<file path="config.mk">
export PLATFORM = sky130hd
export DESIGN_NAME = uart_receiver
export DESIGN_NICKNAME = d
export VERILOG_FILES = /design/src/rtl/uart_receiver.sv
export SDC_FILE = /design/constraint.sdc
export NUM_CORES = 1
export LEC_CHECK = 0
export ABC_CLOCK_PERIOD_IN_PS = 1920
export CAP_MARGIN = 40
export CORE_MARGIN = 4
export CORE_UTILIZATION = 50
export CTS_BUF_LIST = sky130_fd_sc_hd__clkbuf_2
export CTS_CLUSTER_DIAMETER = 150
export CTS_CLUSTER_SIZE = 8
export DETAILED_ROUTE_END_ITERATION = 8
export GPL_TIMING_DRIVEN = 0
export PLACE_DENSITY = 0.73
export SYNTH_ARGS = -nofsm -noshare
export SYNTH_HDL_FRONTEND = slang
export SYNTH_SLANG_ARGS = --single-unit
export TNS_END_PERCENT = 20
</file>
<file path="constraint.sdc">
create_clock -name clk -period 1.92 [get_ports clk]
set_input_delay 0.288 -clock clk [delete_from_list [all_inputs] [get_ports clk]]
set_output_delay 0.288 -clock clk [all_outputs]
set_load 0.01 [all_outputs]
</file>
<file path="src/rtl/uart_receiver.sv">
// ---------------------------------------------------------------------------
// uart_receiver
//
// Recovers 8N1 frames (start bit, 8 data bits LSB first, stop bit) from an
// asynchronous serial line. A fixed CLK_PER_BIT divider sets the bit period.
// The start bit is verified at its midpoint. Each data bit and the stop bit
// are then sampled one full bit period apart, so every sample lands near
// the middle of its bit.
//
// Ports
//   clk         system clock; all logic runs on the rising edge
//   rst_n       asynchronous active-low reset
//   rx          serial line, asynchronous to clk, idles high
//   data_out    last correctly received byte (held until the next good frame)
//   data_valid  one-cycle pulse: data_out was updated this cycle
//   frame_err   one-cycle pulse: the stop bit was sampled low
//   rx_busy     high whenever the receiver is not idle
// ---------------------------------------------------------------------------
module uart_receiver #(
    parameter int CLK_PER_BIT = 217
) (
    input  logic       clk,
    input  logic       rst_n,
    input  logic       rx,
    output logic [7:0] data_out,
    output logic       data_valid,
    output logic       frame_err,
    output logic       rx_busy
);

    localparam int CNT_W = $clog2(CLK_PER_BIT);
    localparam int H     = (CLK_PER_BIT - 1) / 2;

    localparam logic [CNT_W-1:0] CNT_HALF = CNT_W'(H);
    localparam logic [CNT_W-1:0] CNT_LAST = CNT_W'(CLK_PER_BIT - 1);
    localparam logic [CNT_W-1:0] CNT_ONE  = CNT_W'(1);

    typedef enum logic [2:0] {
        ST_IDLE,
        ST_START,
        ST_DATA,
        ST_STOP,
        ST_BREAK
    } state_t;

    state_t            state, state_n;
    logic              sync1, rx_s;
    logic [CNT_W-1:0]  cnt, cnt_n;
    logic [2:0]        idx, idx_n;
    logic [7:0]        shreg, shreg_n;
    logic [7:0]        data_out_n;
    logic              data_valid_n, frame_err_n;

    // Two-flop synchroniser. Both flops reset high, so a reset never looks
    // like a start bit.
    always_ff @(posedge clk or negedge rst_n) begin
        if (!rst_n) begin
            sync1 <= 1'b1;
            rx_s  <= 1'b1;
        end else begin
            sync1 <= rx;
            rx_s  <= sync1;
        end
    end

    // State and datapath registers
    always_ff @(posedge clk or negedge rst_n) begin
        if (!rst_n) begin
            state      <= ST_IDLE;
            cnt        <= '0;
            idx        <= '0;
            shreg      <= '0;
            data_out   <= 8'h00;
            data_valid <= 1'b0;
            frame_err  <= 1'b0;
        end else begin
            state      <= state_n;
            cnt        <= cnt_n;
            idx        <= idx_n;
            shreg      <= shreg_n;
            data_out   <= data_out_n;
            data_valid <= data_valid_n;
            frame_err  <= frame_err_n;
        end
    end

    always_comb begin
        state_n      = state;
        cnt_n        = cnt;
        idx_n        = idx;
        shreg_n      = shreg;
        data_out_n   = data_out;
        data_valid_n = 1'b0;
        frame_err_n  = 1'b0;

        unique case (state)
            ST_IDLE: begin
                cnt_n = '0;
                idx_n = '0;
                if (!rx_s) begin
                    state_n = ST_START;
                end
            end

            // Wait half a bit, then confirm the line is still low. A low
            // pulse that has already ended is treated as noise.
            ST_START: begin
                if (cnt < CNT_HALF) begin
                    cnt_n = cnt + CNT_ONE;
                end else begin
                    cnt_n   = '0;
                    state_n = rx_s ? ST_IDLE : ST_DATA;
                end
            end

            ST_DATA: begin
                if (cnt < CNT_LAST) begin
                    cnt_n = cnt + CNT_ONE;
                end else begin
                    cnt_n          = '0;
                    shreg_n[idx]   = rx_s;
                    if (idx == 3'd7) begin
                        idx_n   = '0;
                        state_n = ST_STOP;
                    end else begin
                        idx_n = idx + 3'd1;
                    end
                end
            end

            // Returning to IDLE at mid-stop-bit leaves half a bit of slack,
            // so a start bit that immediately follows is still caught.
            ST_STOP: begin
                if (cnt < CNT_LAST) begin
                    cnt_n = cnt + CNT_ONE;
                end else begin
                    cnt_n = '0;
                    if (rx_s) begin
                        data_out_n   = shreg;
                        data_valid_n = 1'b1;
                        state_n      = ST_IDLE;
                    end else begin
                        frame_err_n = 1'b1;
                        state_n     = ST_BREAK;
                    end
                end
            end

            // A line held low (break) must go high again before a new
            // start bit can be accepted; otherwise it would frame forever.
            ST_BREAK: begin
                cnt_n = '0;
                if (rx_s) begin
                    state_n = ST_IDLE;
                end
            end

            default: begin
                state_n = ST_IDLE;
            end
        endcase
    end

    assign rx_busy = (state != ST_IDLE);

endmodule

</file>
# After elaboration in Yosys (flattened, before gate mapping)
# Index checks and enable logic that the tools add are counted.
# word_totals
register_bits	34
latchBits	0
ram_bits	0
rom_bits	0
in_bits	3
out_inout_bits	11
word_cells	62
memories	0
# op_classes
n_addsub	2
mul	0
div_mod_pow	0
n_lt_le_gt_ge	4
eq_ne	11
shifts	0
mux	24
bitwise_logic	1
n_reduce_logical	11
# ops
operator	n
$mux 3	9
$pmux 8 s3	1
$mux 8	2
$pmux 3 s5	1
$ne 2x2->1 const B	6
$add 8x1->8 const B	1
$bwmux 8	1
$lt 8x7->1 const B	1
$lt 8x8->1 const B	1
$mux 1	7
$eq 3x2->1 const B	2
$eq 3x3->1 const B	2
$pmux 3 s2	1
$reduce_and 6->1	1
$reduce_bool 3->1	2
$lt 3x4->1 const B	1
$reduce_and 2->1	2
$reduce_or 2->1	2
$add 3x1->3 const B	1
$demux 1 s3	1
$eq 3x1->1 const B	1
$ge 3x1->1 const B	1
$logic_not 3->1	1
$reduce_and 3->1	1
4 further kinds	4

# Longest topological paths before layout
# Gate-level depths: netlist of the first run.
# logic_depth
depth_word	5
mapped_depth	5
ltp_nobuf	5

# Worst setup path after synthesis of the first run
# Ideal clock, no wire load.
# synth_timing
kind	register -> register
start	reg state[0]
end	reg shreg[1]
setup_time_ns	0.125
arrival_ns	1.431
t_required_ns	1.795
path_slack_ns	0.364
path_stages_with_launch	5
path_buffers	1
synth_period_minus_slack_ns	1.556
path_cell_list	dfrtp_1 buf_4 or3_4 nor3_1 mux2_2
# synth_via
elab_chain_cells	2
# synth_rtl
item	line	rtl
start: declaration	46	state_t state, state_n;
start signal: assignment	77	state <= state_n;
$eq 3x2->1	96	unique case (state)
$reduce_and 2->1 (no source line)	-	
end signal: assignment	80	shreg <= shreg_n;
end: declaration	50	logic [7:0] shreg, shreg_n;
# No other way between the ends.
# A chain may end at the register's enable or synchronous reset.

# Worst setup path in the final report of the first run
# layout_timing
start	reg idx[0]
end	reg idx[0]
# layout_via
elab_chain_cells	4
elab_cells_between_ends	5
cone_classes	add/sub: 1; eq/ne: 1; mux: 3
# layout_rtl
item	line	rtl
start: declaration	49	logic [2:0] idx, idx_n;
start signal: assignment	79	idx <= idx_n;
$add 3x1->3 / $eq 3x3->1 (equally long branches)	126, 122	
$mux 3 (*)	122	if (idx == 3'd7) begin
$mux 3 (*)	117	if (cnt < CNT_LAST) begin
$pmux 3 s2 (*)	96	
# Mark *: on every way between the ends. The rest lies on a longest branch, timed or not. The select of a mux whose other input is x is not followed.

==> results of run 1 <==
## power groups by stage
stage          Sequential, W  Clock (W)  Combinational [W]
2_1_floorplan       0.000735          0         0.00000289
3_3_place_gp        0.000735          0          0.0000218
3_5_place_dp        0.000736          0          0.0000209
4_1_cts             0.000723   0.000313          0.0000225
5_1_grt             0.000723   0.000358          0.0000254
6_report            0.000723   0.000301          0.0000215
## layer usage
| metal | share of wire | wire [um] | up-vias |
|---|---|---|---|
| li1 | - | - | 519 |
| met1 | 0.46 | 1210 | 530 |
| met2 | 0.47 | 1250 | 24 |
| met3 | 0.054 | 143 | 5 |
| met4 | 0.017 | 46 | 0 |
| met5 | 0 | 0 | - |
## area by class of cell
cell class | instances | area, um^2
plain buffers | 3 | 18.8
clock buffers | 5 | 25.0
clock inverters | 3 | 11.3
fillers | 258 | 1230
inverters | 2 | 7.51
multi-input cells | 93 | 688
flip-flops and latches | 34 | 853
well taps | 44 | 55.1
repair buffers | 15 | 138
## cells by family after synthesis
logic type      after synthesis  synth area share
flops                        34             0.544
compound gates               15            0.0670
fa+ha+maj                     3            0.0239
simple gates                 51             0.186
xor+xnor                      6            0.0335
mux                          18             0.128
buf+inv                       6            0.0175
## critical path, stage by stage (launching register included)
cell     delay [ns]
dfrtp_1        0.50
ha_1           0.25
ha_1           0.20
nor4_1         0.40
mux2_2         0.23
a22o_1         0.11
## metrics by stage
| step | setup TNS, ns | util | worst slack (ns) |
|---|---|---|---|
| 2_1_floorplan | 0 | - | 0.364 |
| 3_3_place_gp | -2.71 | 0.579 | -0.0855 |
| 3_5_place_dp | 0 | 0.578 | 0.231 |
| 4_1_cts | 0 | 0.594 | 0.0199 |
| 5_1_grt | 0 | 0.593 | 0.0635 |
| 6_report | 0 | 0.593 | 0.183 |
## what timing repair did
| action | in CTS | in global routing |
|---|---|---|
| gates resized for setup | 1 | 4 |
| hold buffers | 1 | 0 |
| endpoints found under the hold margin | 32 | 0 |
| buffers inserted | 1 | 0 |
| setup endpoints to repair | 1 | 1 |
## synthesized netlist by cell type (all sizes together)
cell / number
mux2: 17
a21oi: 4
and3: 3
dfrtp: 32
o21a: 1
a211oi: 1
nand4b: 1
buf: 2
a21o: 1
o21ai: 2
and4: 1
clkbuf: 2
nor4: 3
nand3b: 1
xor2: 5
inv: 2
or3: 3
and2: 1
o31a: 1
ha: 3
nor3: 8
or2: 1
nand4: 3
nand2: 8
dfstp: 2
a311oi: 1
nand2b: 2
nor2: 13
mux2i: 1
xnor2: 1
nand3: 3
a22o: 3
a41oi: 1
## final timing paths
| path | start | end | slack (ns) | depth (start not counted) |
|---|---|---|---|---|
| worst max-delay path | idx[0] | idx[0] | 0.18 | 5 |
| worst min register to register | sync1 | rx_s | 0.37 | 0 |
| min in group asynchronous | rst_n | data_valid | 0.50 | 2 |
| worst max register to register | idx[0] | idx[0] | 0.18 | 5 |
| max in group asynchronous | rst_n | cnt[0] | 0.94 | 2 |
| worst min-delay path | rx | sync1 | 0.32 | 1 |
## registers in the layout, indices dropped and copies added (netlist names)
name / flops
frame_err: 1
idx: 3
rx_s: 1
state: 3
sync1: 1
cnt: 8
shreg: 8
data_valid: 1
data_out: 8
==> impl_metrics.toml, run 1 <==
[power]
p_int_w = 0.000803
p_comb_frac = 0.021
power_density_mw_per_mm2 = 581
power_frac_seq = 0.692
p_leak_nw = 0.833
switching_power_w = 0.000242
total_power_w = 0.00104
ir_drop_mv = 0.390
power_frac_clock = 0.288
switching_share = 0.231

[synth]
yosysSeqAreaShare = 0.544
netlist_area_mm2 = 0.00157
syn_area_per_cell_um2 = 11.8
yosysUniqueCellTypes = 39
yosys_register_bits = 34
synth_area_leaders = "dfrtp_1 51%, mux2_2 12%, dfstp_2 3.3%"
synth_warnings = 0
synthCells = 133
synth_nets = 139
yosysTopAreaCellShare = 0.510
yosys.area.top_type = "dfrtp_1"

[finish]
drive_gt1_frac = 0.232
final_area_mm2 = 0.00180
area_delta_synth_final_pct = 14.5
final_common_cell = "dfrtp_1"
layout.nets = 160
mostFrequentLayoutCells = "32 x dfrtp_1, 17 x mux2_2, 13 x nor2_1"
fin_cells = 199
num_antenna_cells = 0

[die]
chipHeight_um = 64.0
rows = 20
die_w_um = 64.0
initial_core_util = 0.518
io_pins = 14
core_area_mm2 = 0.00303
dieArea_mm2 = 0.00410

[global_routing]
gr-usage-met2 = 0.234
grt_pass1_vias = 1071
grt_max_degree = 35
antenna_found_initial = 0
grt_overflow_total = 0
track_usage = 0.147
grtUsageMet3 = 0.0439
met1_usage = 0.184
grt_pass1_wl_mm = 4.69
top_usage_layer = "met2"

[clocking]
cts.sinks = 34
clkTransAtPathRegs_ns = 0.16
insertion_delay_ns = 0.36
cts_buffers = 5
root_buffer = "clkbuf_2"
cts_htree_levels = 2
cts_tree = "built"
clock_path_buffers = 2

[worst_setup_path]
worstPathArrival_ns = 2.04
crit_path_start_kind = "register"
path_max_fanout = 8
required_ns = 2.23
end_kind = "register"
path_class = "reg -> reg"

[timing]
timing.fmax_ghz = 0.576
min_period_ns = 1.74
rsz0062_at_grt = "no"
finalSetupViolations = 0
clock_skew_ns = 0.0135
maxSlewViolCount = 0
period_share = 0.904
tightest_slew_ns = 0.742
relSlewSlack = 0.505
finalHoldViolCount = 0
holdWs_ns = 0.315

[detailed_routing]
wl_mm = 2.65
drc_errors = 0
via_per_inst = 5.42
vias = 1078
drt-initial-drc-count = 42
dr.pass1.iters = 4
post_drt_wl_per_cell_um = 13.3
ant_nets = 0

[status]
status = "finished, final reports clean"

[placement]
finalWeightedCongestion = 0.804
dp_cells = 190
hpwl_mm = 1.83
dpl-instance-area_mm2 = 0.00175
portBuffers = 13

[hold_path]
hold_class = "in -> reg"

[run]
cap_violations = 0
(Power assumes the default switching activity.)
==> inputs of run 2 (changes only) <==
--- a/config.mk
+++ b/config.mk
@@ -13,8 +13,9 @@
 export CTS_CLUSTER_DIAMETER = 150
 export CTS_CLUSTER_SIZE = 8
 export DETAILED_ROUTE_END_ITERATION = 8
+export DONT_BUFFER_PORTS = 1
 export GPL_TIMING_DRIVEN = 0
-export PLACE_DENSITY = 0.73
+export PLACE_DENSITY = 0.67
 export SYNTH_ARGS = -nofsm -noshare
 export SYNTH_HDL_FRONTEND = slang
 export SYNTH_SLANG_ARGS = --single-unit
==> run 2 against run 1 <==
Against the previous run: clock skew grew 0.0046 ns; sequential power is essentially flat; combinational power grew 16%; critical path type unchanged; highest routed layer unchanged.
==> impl_metrics.toml, run 2 (synthesized netlist as in run 1, its figures left out) <==
[timing]
finalHoldViolCount = 0
period_share = 0.901
rsz0062_at_grt = "no"
clock_skew_ns = 0.0182
setup_tns_ns = 0
tightest_slew_ns = 0.462
timing.fmax_ghz = 0.578
setup_ws_ns = 0.189
finalSetupViolations = 0
min_period_ns = 1.73
relSlewSlack = 0.690
maxSlewViolCount = 0

[worst_setup_path]
end_kind = "register"
required_ns = 2.25
critPathTopFamily = "flip-flops"
worstPathArrival_ns = 2.06
startpoint = "idx[0]"
path_cells = "ha_1, ha_1, nor4_1, mux2_2, a22o_1"
path_depth = 5
r2r-start = "idx[0]"
crit_path_start_kind = "register"
path_class = "reg -> reg"
crit_slowest_cell = "dfrtp_1"
crit_path_max_incr_delay_ns = 0.51
reg2reg_depth = 5
path_max_fanout = 8
cp_common_cell = "ha_1"
critPathBufInv = 0

[die]
io_pins = 14
chipHeight_um = 64.0
dieArea_mm2 = 0.00410
die_w_um = 64.0
core_area_mm2 = 0.00303
initial_core_util = 0.518
rows = 20

[placement]
place_ws_ns = 0.258
hpwl_mm = 1.86
dp_cells = 177
portBuffers = 0
finalWeightedCongestion = 0.888

[global_routing]
grt_max_degree = 35
antenna_found_initial = 0
track_usage = 0.165
grt_pass1_wl_mm = 5.15
grt_overflow_total = 0
grt_pass1_vias = 1091

[clocking]
clkTransAtPathRegs_ns = 0.17
ctsResizeCount = 0
hold_buffers = 3
cts_buffers = 5
cts_htree_levels = 2
insertion_delay_ns = 0.38
cts_tree = "built"
cts_setup_buffers = 0
cts.sinks = 34
root_buffer = "clkbuf_2"
clock_path_buffers = 2

[power]
ir_drop_mv = 0.316
power_density_mw_per_mm2 = 625
p_leak_nw = 0.802

[finish]
final_common_cell = "dfrtp_1"
drive_gt1_frac = 0.250
area_delta_synth_final_pct = 8.53
final_util = 0.562
reg_top3 = "cnt x8, data_out x8, shreg x8"
layout.nets = 149
num_antenna_cells = 0
mostFrequentLayoutCells = "32 x dfrtp_1, 17 x mux2_2, 13 x nor2_1"
fillerInstances = 267
fin_cells = 188

[detailed_routing]
post_drt_wl_per_cell_um = 14.5
ant_nets = 0
drc_errors = 0
via_per_inst = 5.45
drt-initial-drc-count = 69
vias = 1024
wl_mm = 2.72
dr.pass1.iters = 4

[status]
status = "finished, final reports clean"

[run]
cap_violations = 0

[hold_path]
hold_class = "in -> async"
==> run 2: cell type report <==
class / count / area [um^2] / share of cell area
multi-input combinational: 93 / 688 / 0.404
timing repair buffer: 3 / 40.0 / 0.0235
sequential: 34 / 853 / 0.501
buffer: 4 / 20.0 / 0.0118
clock inverter: 2 / 8.76 / 0.00514
clock buffer: 6 / 30.0 / 0.0176
inverter: 2 / 7.51 / 0.00441
tap: 44 / 55.1 / 0.0323
==> run 2: path summary, 6_finish.rpt <==
path                             to  slack, ns
max                          idx[0]       0.19
min                        shreg[2]       0.35
max reg2reg                  idx[0]       0.19
min reg2reg                    rx_s       0.37
max in group asynchronous      rx_s       1.31
min in group clk               rx_s       0.37
==> run 2: per-stage QoR <==
stage	power [W]	cell area, um^2	hold WS [ns]
detailed placement	0.000740	1620	-0.00681
floorplan	0.000738	1570	-0.00759
global placement	0.000739	1620	-0.00685
finish	0.00106	1700	0.350
CTS	0.00108	1700	0.347
global route	0.00114	1700	0.308
==> run 2: routing by layer <==
layer  vias to the layer above  GRT usage  wire length [um]
met5                         -          0                 0
met4                         0     0.0647                53
met3                         5     0.0633               122
met2                        27      0.263              1290
met1                       492      0.201              1250
li1                        500          -                 -
==> run 2: where the power goes <==
part | switching, W | internal (W)
clock network | 0.000228 | 0.0000894
registers | 0.00000207 | 0.000720
logic | 0.0000171 | 0.00000793
==> inputs of run 3 (changes only) <==
--- a/config.mk
+++ b/config.mk
@@ -16,6 +16,7 @@
 export DONT_BUFFER_PORTS = 1
 export GPL_TIMING_DRIVEN = 0
 export PLACE_DENSITY = 0.67
+export SKIP_LAST_GASP = 1
 export SYNTH_ARGS = -nofsm -noshare
 export SYNTH_HDL_FRONTEND = slang
 export SYNTH_SLANG_ARGS = --single-unit
==> results of run 3 <==
The final DEF is identical to that of run 2; final timing and power are the same.
